$ cat src/rtl/fwd_scoreboard.sv
// Forwarding and load-use hazard unit beside the EX stage of the integer pipeline.
// Selects, operand data and stall are combinational; producer tracking updates one cycle later.
// Stall holds IF/ID/EX and inserts a bubble; the producer history keeps shifting so a stalled load drains.
module fwd_scoreboard #(
  parameter int XLEN     = 32,
  parameter int NSTAGES  = 3,
  parameter int REG_BITS = 5,
  parameter int LOAD_LAT = 1,
  parameter int SELW     = $clog2(NSTAGES + 1)
) (
  input  logic                    clk,
  input  logic                    Rst,
  input  logic                    ex_valid,
  input  logic                    ex_regwrite,
  input  logic                    ex_memread,
  input  logic [REG_BITS-1:0]     ex_rd,
  input  logic [REG_BITS-1:0]     ex_rs1,
  input  logic [REG_BITS-1:0]     ex_rs2,
  input  logic [XLEN-1:0]         rf_rs1,
  input  logic [XLEN-1:0]         rf_rs2,
  input  logic [NSTAGES*XLEN-1:0] stage_res,
  input  logic                    alusrc,
  input  logic [XLEN-1:0]         imm,
  input  logic                    flush,
  output logic [XLEN-1:0]         fw_rs1,
  output logic [XLEN-1:0]         fw_rs2,
  output logic [XLEN-1:0]         rs2_mod,
  output logic [SELW-1:0]         fw_sel1,
  output logic [SELW-1:0]         fw_sel2,
  output logic                    stall,
  output logic [31:0]             stall_cycles
);

  // Producer history: index 0 is EX/MEM, higher indices are older stages.
  logic [NSTAGES-1:0]               v_q, v_d;
  logic [NSTAGES-1:0]               ld_q, ld_d;
  logic [NSTAGES-1:0][REG_BITS-1:0] rd_q, rd_d;
  logic [31:0]                      cnt_q, cnt_d;

  logic haz1, haz2;
  logic rec;

  // Operand select: scan oldest to youngest so the youngest match overwrites older ones.
  always_comb begin
    fw_sel1 = '0;
    fw_sel2 = '0;
    fw_rs1  = rf_rs1;
    rs2_mod = rf_rs2;
    haz1    = 1'b0;
    haz2    = 1'b0;
    for (int k = NSTAGES - 1; k >= 0; k--) begin
      if (v_q[k] && (rd_q[k] == ex_rs1) && (ex_rs1 != '0)) begin
        fw_sel1 = SELW'(k + 1);
        fw_rs1  = stage_res[k*XLEN +: XLEN];
        haz1    = ld_q[k] && (k < LOAD_LAT);
      end
      if (v_q[k] && (rd_q[k] == ex_rs2) && (ex_rs2 != '0)) begin
        fw_sel2 = SELW'(k + 1);
        rs2_mod = stage_res[k*XLEN +: XLEN];
        haz2    = ld_q[k] && (k < LOAD_LAT);
      end
    end
  end

  // The rs2 hazard counts even with an immediate operand, since store data still needs it.
  assign stall  = ex_valid && !flush && (haz1 || haz2);
  assign fw_rs2 = alusrc ? imm : rs2_mod;

  // Only a live, non-stalled, non-flushed write to a real register becomes a producer.
  assign rec = ex_valid && ex_regwrite && (ex_rd != '0) && !stall && !flush;

  // Next-state: shift the history by one stage and bump the saturating stall counter.
  always_comb begin
    v_d   = {v_q[NSTAGES-2:0], rec};
    ld_d  = {ld_q[NSTAGES-2:0], ex_memread};
    rd_d  = {rd_q[NSTAGES-2:0], ex_rd};
    cnt_d = cnt_q;
    if (stall && (cnt_q != 32'hFFFF_FFFF)) begin
      cnt_d = cnt_q + 32'd1;
    end
  end

  // State registers with synchronous reset.
  always_ff @(posedge clk) begin
    if (Rst) begin
      v_q   <= '0;
      ld_q  <= '0;
      rd_q  <= '0;
      cnt_q <= '0;
    end else begin
      v_q   <= v_d;
      ld_q  <= ld_d;
      rd_q  <= rd_d;
      cnt_q <= cnt_d;
    end
  end

  assign stall_cycles = cnt_q;

endmodule

$ cat config.mk
export PLATFORM = sky130hd
export DESIGN_NAME = fwd_scoreboard
export DESIGN_NICKNAME = d
export VERILOG_FILES = /design/src/rtl/fwd_scoreboard.sv
export SDC_FILE = /design/constraint.sdc
export NUM_CORES = 1
export LEC_CHECK = 0
export ABC_AREA = 1
export BUFFER_PORTS_ARGS = -buffer_cell sky130_fd_sc_hd__clkbuf_2
export CAP_MARGIN = 20
export CELL_PAD_IN_SITES_DETAIL_PLACEMENT = 0
export CELL_PAD_IN_SITES_GLOBAL_PLACEMENT = 1
export CORE_MARGIN = 2
export CORE_UTILIZATION = 29
export CTS_CLUSTER_DIAMETER = 120
export CTS_CLUSTER_SIZE = 12
export DETAILED_ROUTE_END_ITERATION = 16
export PLACE_DENSITY = 0.92
export SLEW_MARGIN = 40
export SYNTH_ARGS = -nofsm -noshare
export SYNTH_HDL_FRONTEND = slang
export SYNTH_SLANG_ARGS = --single-unit
$ cat constraint.sdc
create_clock -name clk -period 2.1 [get_ports clk]
set_clock_uncertainty 0.05 [all_clocks]
set_input_delay 0.21 -clock clk [delete_from_list [all_inputs] [get_ports clk]]
set_output_delay 0.21 -clock clk [all_outputs]
set_load 0.03 [all_outputs]
==> flow_summary.json, run 1 <==
{
  "status": "finished, violations left",
  "violations": "negative setup slack",
  "combPwrFrac_pct": 42.8,
  "drc": 0,
  "cts_hold_buffers": 0,
  "ir_drop_v": 0.000321,
  "cts_tree": "yes",
  "dieArea_um2": 23800,
  "dr.pass1.iters": 8,
  "grt_pass1_wl_mm": 53.4,
  "max_stage_delay_ns": 0.34,
  "grt_max_degree": 40,
  "cts_sinks": 51,
  "die_x_um": 154,
  "grt_pass1_vias": 9849,
  "start_util_pct": 29.7,
  "critPathCaptureType": "output pin",
  "num_io_pins": 347,
  "synth.avg_cell_area_um2": 5.10,
  "synth.most_common_cell": "nand2_1",
  "place_congestion": 0.945,
  "relSlewSlack_pct": 60.1,
  "whs_endpoint": "ld_q[0]",
  "area_delta_synth_final_pct": 90.4,
  "yosys_most_used_dff": "dfxtp_1",
  "track_usage_pct": 28.4,
  "crit_path_top_delay_cell": "dfxtp_2",
  "intPower_w": 0.00216,
  "coreArea_um2": 22000,
  "rsz0062_at_grt": "yes",
  "finalNonFillerCells": 1985,
  "dp_cells": 1910,
  "drt_iter0_markers": 849,
  "path_cells": "xor2_1 > nor3_2 > nand2_4 > buf_4 > clkbuf_16 > nand3_1 > nand2_1 > nor2_1 > nor2_1 > buf_4",
  "synth_top_area_share_pct": 25.6,
  "worst_ep_arrival_time_ns": 2.10,
  "async_flop_share_pct": 0,
  "path_class": "flip-flop to output pin",
  "power_frac_clock_pct": 27.7,
  "syn-num-nets": 1498,
  "cts_root_buffer": "clkbuf_16",
  "synth_area_um2": 6550,
  "drive_gt1_share_pct": 50.2,
  "maxCapViolCount": 0,
  "synth_top_area_cell": "nand2_1",
  "h-tree-depth": 2,
  "postSynthCellCount": 1283,
  "hold_path_class": "primary input to flip-flop",
  "wl_per_cell_um": 19.5,
  "r2r_slack_ns": 0.14,
  "reg2regPathDepth": 12,
  "ys_seq_elements": 51,
  "total_power_w": 0.00336,
  "cts_made_buffers": 5,
  "seqPwrFrac_pct": 29.6,
  "grt_overflow": 0,
  "drv_slew": 0,
  "ant_nets": 0,
  "die_h_um": 154,
  "worstHoldStart": "ex_memread",
  "ys_seq_area_share_pct": 15.6,
  "cp_max_fo": 18,
  "switching_share_pct": 35.7,
  "fin_nets": 1911,
  "p_leak_nw": 6.37,
  "hpwlAfterDp_mm": 25.2,
  "setup_viol": 98,
  "synth_cell_type_count": 34,
  "synth_edf_count": 0,
  "synthTopCellsByCount": "nand2_1 (446), nand3_1 (234), nor2_1 (185)",
  "seqCellArea_um2": 1060,
  "n_fill_cell": 2066,
  "worstMarginPinSlew_ns": 0.599,
  "hold_depth": 3,
  "multi_input_area_um2": 5980,
  "start_kind": "flip-flop",
  "totalWireLength_mm": 38.8,
  "vias": 10494,
  "vias_per_cell": 5.29,
  "yosys_warnings": 0,
  "timing.rr.start": "rd_d[8]",
  "period_share_pct": 112,
  "insertion_delay_ns": 0.29,
  "hold_viol": 0,
  "final_core_util_pct": 56.6,
  "timing.rr.end": "stall_cycles[9]",
  "fmax_mhz": 424,
  "synth_top_cells_by_area": "nand2_1 (26%), nand3_1 (18%), dfxtp_1 (16%)",
  "setup_ws_ns": -0.257,
  "numPortBuffers": 346,
  "cp_data_required_time_ns": 1.84,
  "clockBufferDepth": 2,
  "antenna_found_initial": 9,
  "cts.clk_slew.worst_paths_ns": 0.07,
  "powerDensity_nw_per_um2": 269,
  "layout_min_cycle_time_ns": 2.36,
  "power_switching_w": 0.00120,
  "rows": 54
}
layout by cell type (no fill, tap or decap), drive strengths merged, types with 2 or more instances in the layout:
master	instances
a21oi	36
diode	8
clkinv	3
nand3b	15
xnor2	9
a21boi	3
nand4	34
nand2	458
dfxtp	51
nor2	191
nor3	2
or2	32
o21ai	8
inv	124
nand3	235
clkbuf	295
xor2	5
buf	190
metal layers:
layer / part of all wire (%) / wire, µm / GRT usage (%) / vias to the layer above
met5: 0.026 / 10 / 0 / -
met4: 6.1 / 2380 / 13.1 / 2
met3: 8.6 / 3340 / 4.90 / 156
met2: 48 / 18700 / 50.8 / 578
met1: 37 / 14300 / 33.0 / 4844
li1: - / - / - / 4914
per-stage QoR:
stage | TNS (ns) | hold WS [ns] | setup slack (ns) | cell area [µm²]
6_report | -12.27 | 0.0464 | -0.257 | 12500
5_1_grt | -21.99 | 0.0629 | -0.367 | 12500
4_1_cts | -11.89 | 0.0438 | -0.196 | 11100
3_5_place_dp | -0.258 | 0.363 | -0.0377 | 9030
3_3_place_gp | 0 | 0.358 | 0.00334 | 9030
2_1_floorplan | 0 | 0.267 | 0.0293 | 6550
worst max path at each step:
stage                       to  startpoint  slack (ns)  cells past startpoint
finish              fw_rs1[25]    rd_d[10]       -0.26                     10
global route        fw_rs1[25]    rd_d[13]       -0.37                     12
CTS                 fw_rs2[11]     rd_d[8]       -0.20                     13
detailed placement  fw_rs2[18]   ex_rs2[0]       -0.04                     13
global placement    fw_rs2[24]   ex_rs2[0]       0.003                     13
floorplan           fw_sel2[1]    rd_d[11]        0.03                      8
sequential cells by signal (all words and copies together) (netlist names):
signal / cells
rd_d: 10
stall_cycles: 32
ld_q: 1
rd_q: 5
v_q: 3
power groups by stage:
stage | logic [W] | clock network [W] | registers (W)
after floorplan | 0.000552 | 0 | 0.00101
after global placement | 0.00102 | 0 | 0.00101
after detailed placement | 0.00102 | 0 | 0.00101
after CTS | 0.00124 | 0.000959 | 0.000995
after global routing | 0.00152 | 0.00100 | 0.000994
final | 0.00143 | 0.000928 | 0.000993
final cells by class:
type	instances	area share (%)
Clock inverter	3	0.351
Clock buffer	5	1.00
Inverter	125	3.90
Antenna cell	8	0.161
Timing Repair Buffer	480	35.3
Multi-Input combinational cell	1033	48.0
Tap cell	280	2.81
Sequential cell	51	8.48
critical path: cells and delay by family, from the launching register on:
family | cells | cell delay [ns]
and+or+nand+nor | 6 | 0.77
buffers and inverters | 3 | 0.53
DFF | 1 | 0.34
xor gates and xnor gates | 1 | 0.16
cell families after synthesis:
logic type / count (synthesis) / synth area share (%)
xor gates and xnor gates: 14 / 1.87
adders and majority gates: 1 / 0.191
buffers and inverters: 199 / 13.1
AOI/OAI and AO/OA: 48 / 4.39
DFF: 51 / 15.6
and+or+nand+nor: 970 / 64.8
what timing repair did:
action | 4_1_cts | 5_1_grt
pin swaps | 34 | 117
setup endpoints to repair | 100 | 127
gates resized for setup | 364 | 304
gates cloned | 17 | 13
setup buffers | 15 | 19
No activity file was read; power rests on OpenSTA's default activity.
==> inputs of run 2 (changes only) <==
- GPL_TIMING_DRIVEN: unset -> 0
==> run 2 against run 1 <==
  * The run still ends with negative setup slack left
  * Core utilization is 3.3 points lower
  * Non-clock buffer count is 31 lower
  * Maximum frequency is 1.8% higher
  * Largest power group unchanged
  * Critical endpoint is now fw_rs2[0]
  * Combinational power hardly changed
  * Cell area is 5.8% lower
  * Highest routed layer unchanged
==> flow_summary.json, run 2 (synthesized netlist as in run 1, its figures left out) <==
{
  "path_cells": "inv_2 > nand2_2 > nand2_2 > nand2_2 > nor2_4 > nand2_4 > buf_12 > clkbuf_16 > nand3_2 > nand3_4 > nand3_2 > nand2_1 > clkbuf_8",
  "start_kind": "flip-flop",
  "timing.rr.end": "stall_cycles[10]",
  "cp_common_cell": "nand2_2",
  "cts_sinks": 51,
  "maxCapViolCount": 0,
  "cts_made_buffers": 5,
  "grt_pass1_vias": 9458,
  "ir_drop_v": 0.000463,
  "ant_nets": 0,
  "h-tree-depth": 2,
  "stdcell_area_um2": 11700,
  "grt_max_degree": 17,
  "hold_path_class": "primary input to flip-flop",
  "vias": 10104,
  "coreArea_um2": 22000,
  "die_h_um": 154,
  "cp_data_required_time_ns": 1.84,
  "vias_per_cell": 5.17,
  "final_common_cell": "nand2_1",
  "cts_tree": "yes",
  "critPathCaptureType": "output pin",
  "die_x_um": 154,
  "seqCellArea_um2": 1050,
  "layout_common_cells": "nand2_1 (369), clkbuf_2 (251), nor2_1 (162), nand3_1 (111), nand3_2 (93)",
  "multi_input_area_um2": 5880,
  "drc": 0,
  "setup_ws_ns": -0.215,
  "p_leak_nw": 5.90,
  "cts_root_buffer": "clkbuf_16",
  "layout_min_cycle_time_ns": 2.31,
  "place_congestion": 0.982,
  "dieArea_um2": 23800,
  "area_delta_synth_final_pct": 79.3,
  "start_util_pct": 29.7,
  "reg2regPathDepth": 7,
  "drt_iter0_markers": 817,
  "totalWireLength_mm": 37.0,
  "worst_ep_arrival_time_ns": 2.05,
  "antenna_found_initial": 9,
  "clockBufferDepth": 2,
  "num_io_pins": 347,
  "setup_viol": 97,
  "track_usage_pct": 28.4,
  "hold_viol": 0,
  "rsz0062_at_grt": "yes",
  "seqPwrFrac_pct": 28.5,
  "relSlewSlack_pct": 48.5,
  "dpl-instance-area_um2": 8630,
  "n_fill_cell": 2189,
  "drive_gt1_share_pct": 48.6,
  "worstMarginPinSlew_ns": 0.773,
  "powerDensity_nw_per_um2": 297,
  "dr.pass1.iters": 6,
  "r2r_slack_ns": 0.13,
  "grt_overflow": 0,
  "cts.clk_slew.worst_paths_ns": 0.07,
  "rows": 54,
  "cp_max_fo": 8,
  "power_switching_w": 0.00119,
  "wl_per_cell_um": 19.0,
  "fin_nets": 1880,
  "timing.rr.start": "stall_cycles[0]",
  "path_class": "flip-flop to output pin",
  "hold_depth": 3,
  "whs_endpoint": "ld_q[0]",
  "numPortBuffers": 345,
  "worstHoldStart": "ex_memread",
  "period_share_pct": 110,
  "crit_path_top_delay_cell": "dfxtp_2",
  "power_frac_clock_pct": 30.4,
  "largest_reg_flops": 32,
  "combPwrFrac_pct": 41.1,
  "intPower_w": 0.00229,
  "grt_pass1_wl_mm": 53.2,
  "final_core_util_pct": 53.3,
  "switching_share_pct": 34.3,
  "insertion_delay_ns": 0.29,
  "max_stage_delay_ns": 0.34,
  "status": "finished, violations left",
  "fmax_mhz": 432,
  "violations": "negative setup slack",
  "drv_slew": 0,
  "hpwlAfterDp_mm": 28.0
}
run 2: final cells by class:
cell class                      instances  share of cell area, %
Clock inverter                          3                  0.575
Clock buffer                            5                   1.07
Buffer                                 74                   6.24
Inverter                              125                   4.10
Tap cell                              280                   2.98
Multi-Input combinational cell       1033                   50.1
Antenna cell                            8                  0.171
Sequential cell                        51                   8.96
Timing Repair Buffer                  375                   25.8
run 2: worst max-delay path by stage:
| stage | startpoint | to | slack (ns) |
|---|---|---|---|
| floorplan | rd_d[11] | fw_sel2[1] | 0.03 |
| global placement | ex_rs1[3] | fw_rs1[10] | -0.63 |
| detailed placement | ex_rs1[4] | fw_rs1[10] | -0.60 |
| CTS | rd_d[10] | fw_rs1[22] | -0.21 |
| global route | rd_d[10] | fw_rs2[18] | -0.31 |
| finish | rd_d[10] | fw_rs2[0] | -0.21 |
run 2: worst max-delay path: cells and delay by family, from the launching register on:
family,cells,cell delay [ns]
AND/OR/NAND/NOR,9,0.84
buffers and inverters,4,0.57
flip-flops,1,0.34
run 2: power groups by stage:
| stage | logic, W | registers, W | clock network (W) |
|---|---|---|---|
| CTS | 0.00124 | 0.000993 | 0.00108 |
| global route | 0.00152 | 0.000994 | 0.00112 |
| global placement | 0.00101 | 0.00101 | 0 |
| floorplan | 0.000552 | 0.00101 | 0 |
| detailed placement | 0.00101 | 0.00101 | 0 |
| finish | 0.00143 | 0.000992 | 0.00106 |
run 2: what timing repair did:
item / 4_1_cts / 5_1_grt
gates resized for setup: 392 / 364
pin swaps: 52 / 109
cloned: 3 / 9
hold endpoints to repair: 0 / 0
setup endpoints to repair: 103 / 131
setup buffers: 13 / 6
hold buffers: 0 / 0
run 2: per-layer routing:
metal	global-route usage (%)	up-vias	part of all wire, %	routed length [µm]
met2	51.8	502	50	18500
met4	10.8	2	4.8	1760
met3	3.75	105	7.4	2750
met1	33.9	4641	38	14000
met5	0	-	0.032	12
li1	-	4854	-	-
run 2: stage by stage:
stage / setup TNS [ns] / cells / setup slack, ns / hold slack (ns) / power, W
global placement: -27.27 / 1908 / -0.632 / 0.357 / 0.00202
finish: -12.98 / 1954 / -0.215 / 0.0532 / 0.00349
global route: -23.58 / 1954 / -0.312 / 0.0493 / 0.00363
floorplan: 0 / 1283 / 0.0293 / 0.267 / 0.00156
detailed placement: -26.19 / 1908 / -0.601 / 0.363 / 0.00203
CTS: -14.20 / 1932 / -0.212 / 0.0515 / 0.00331
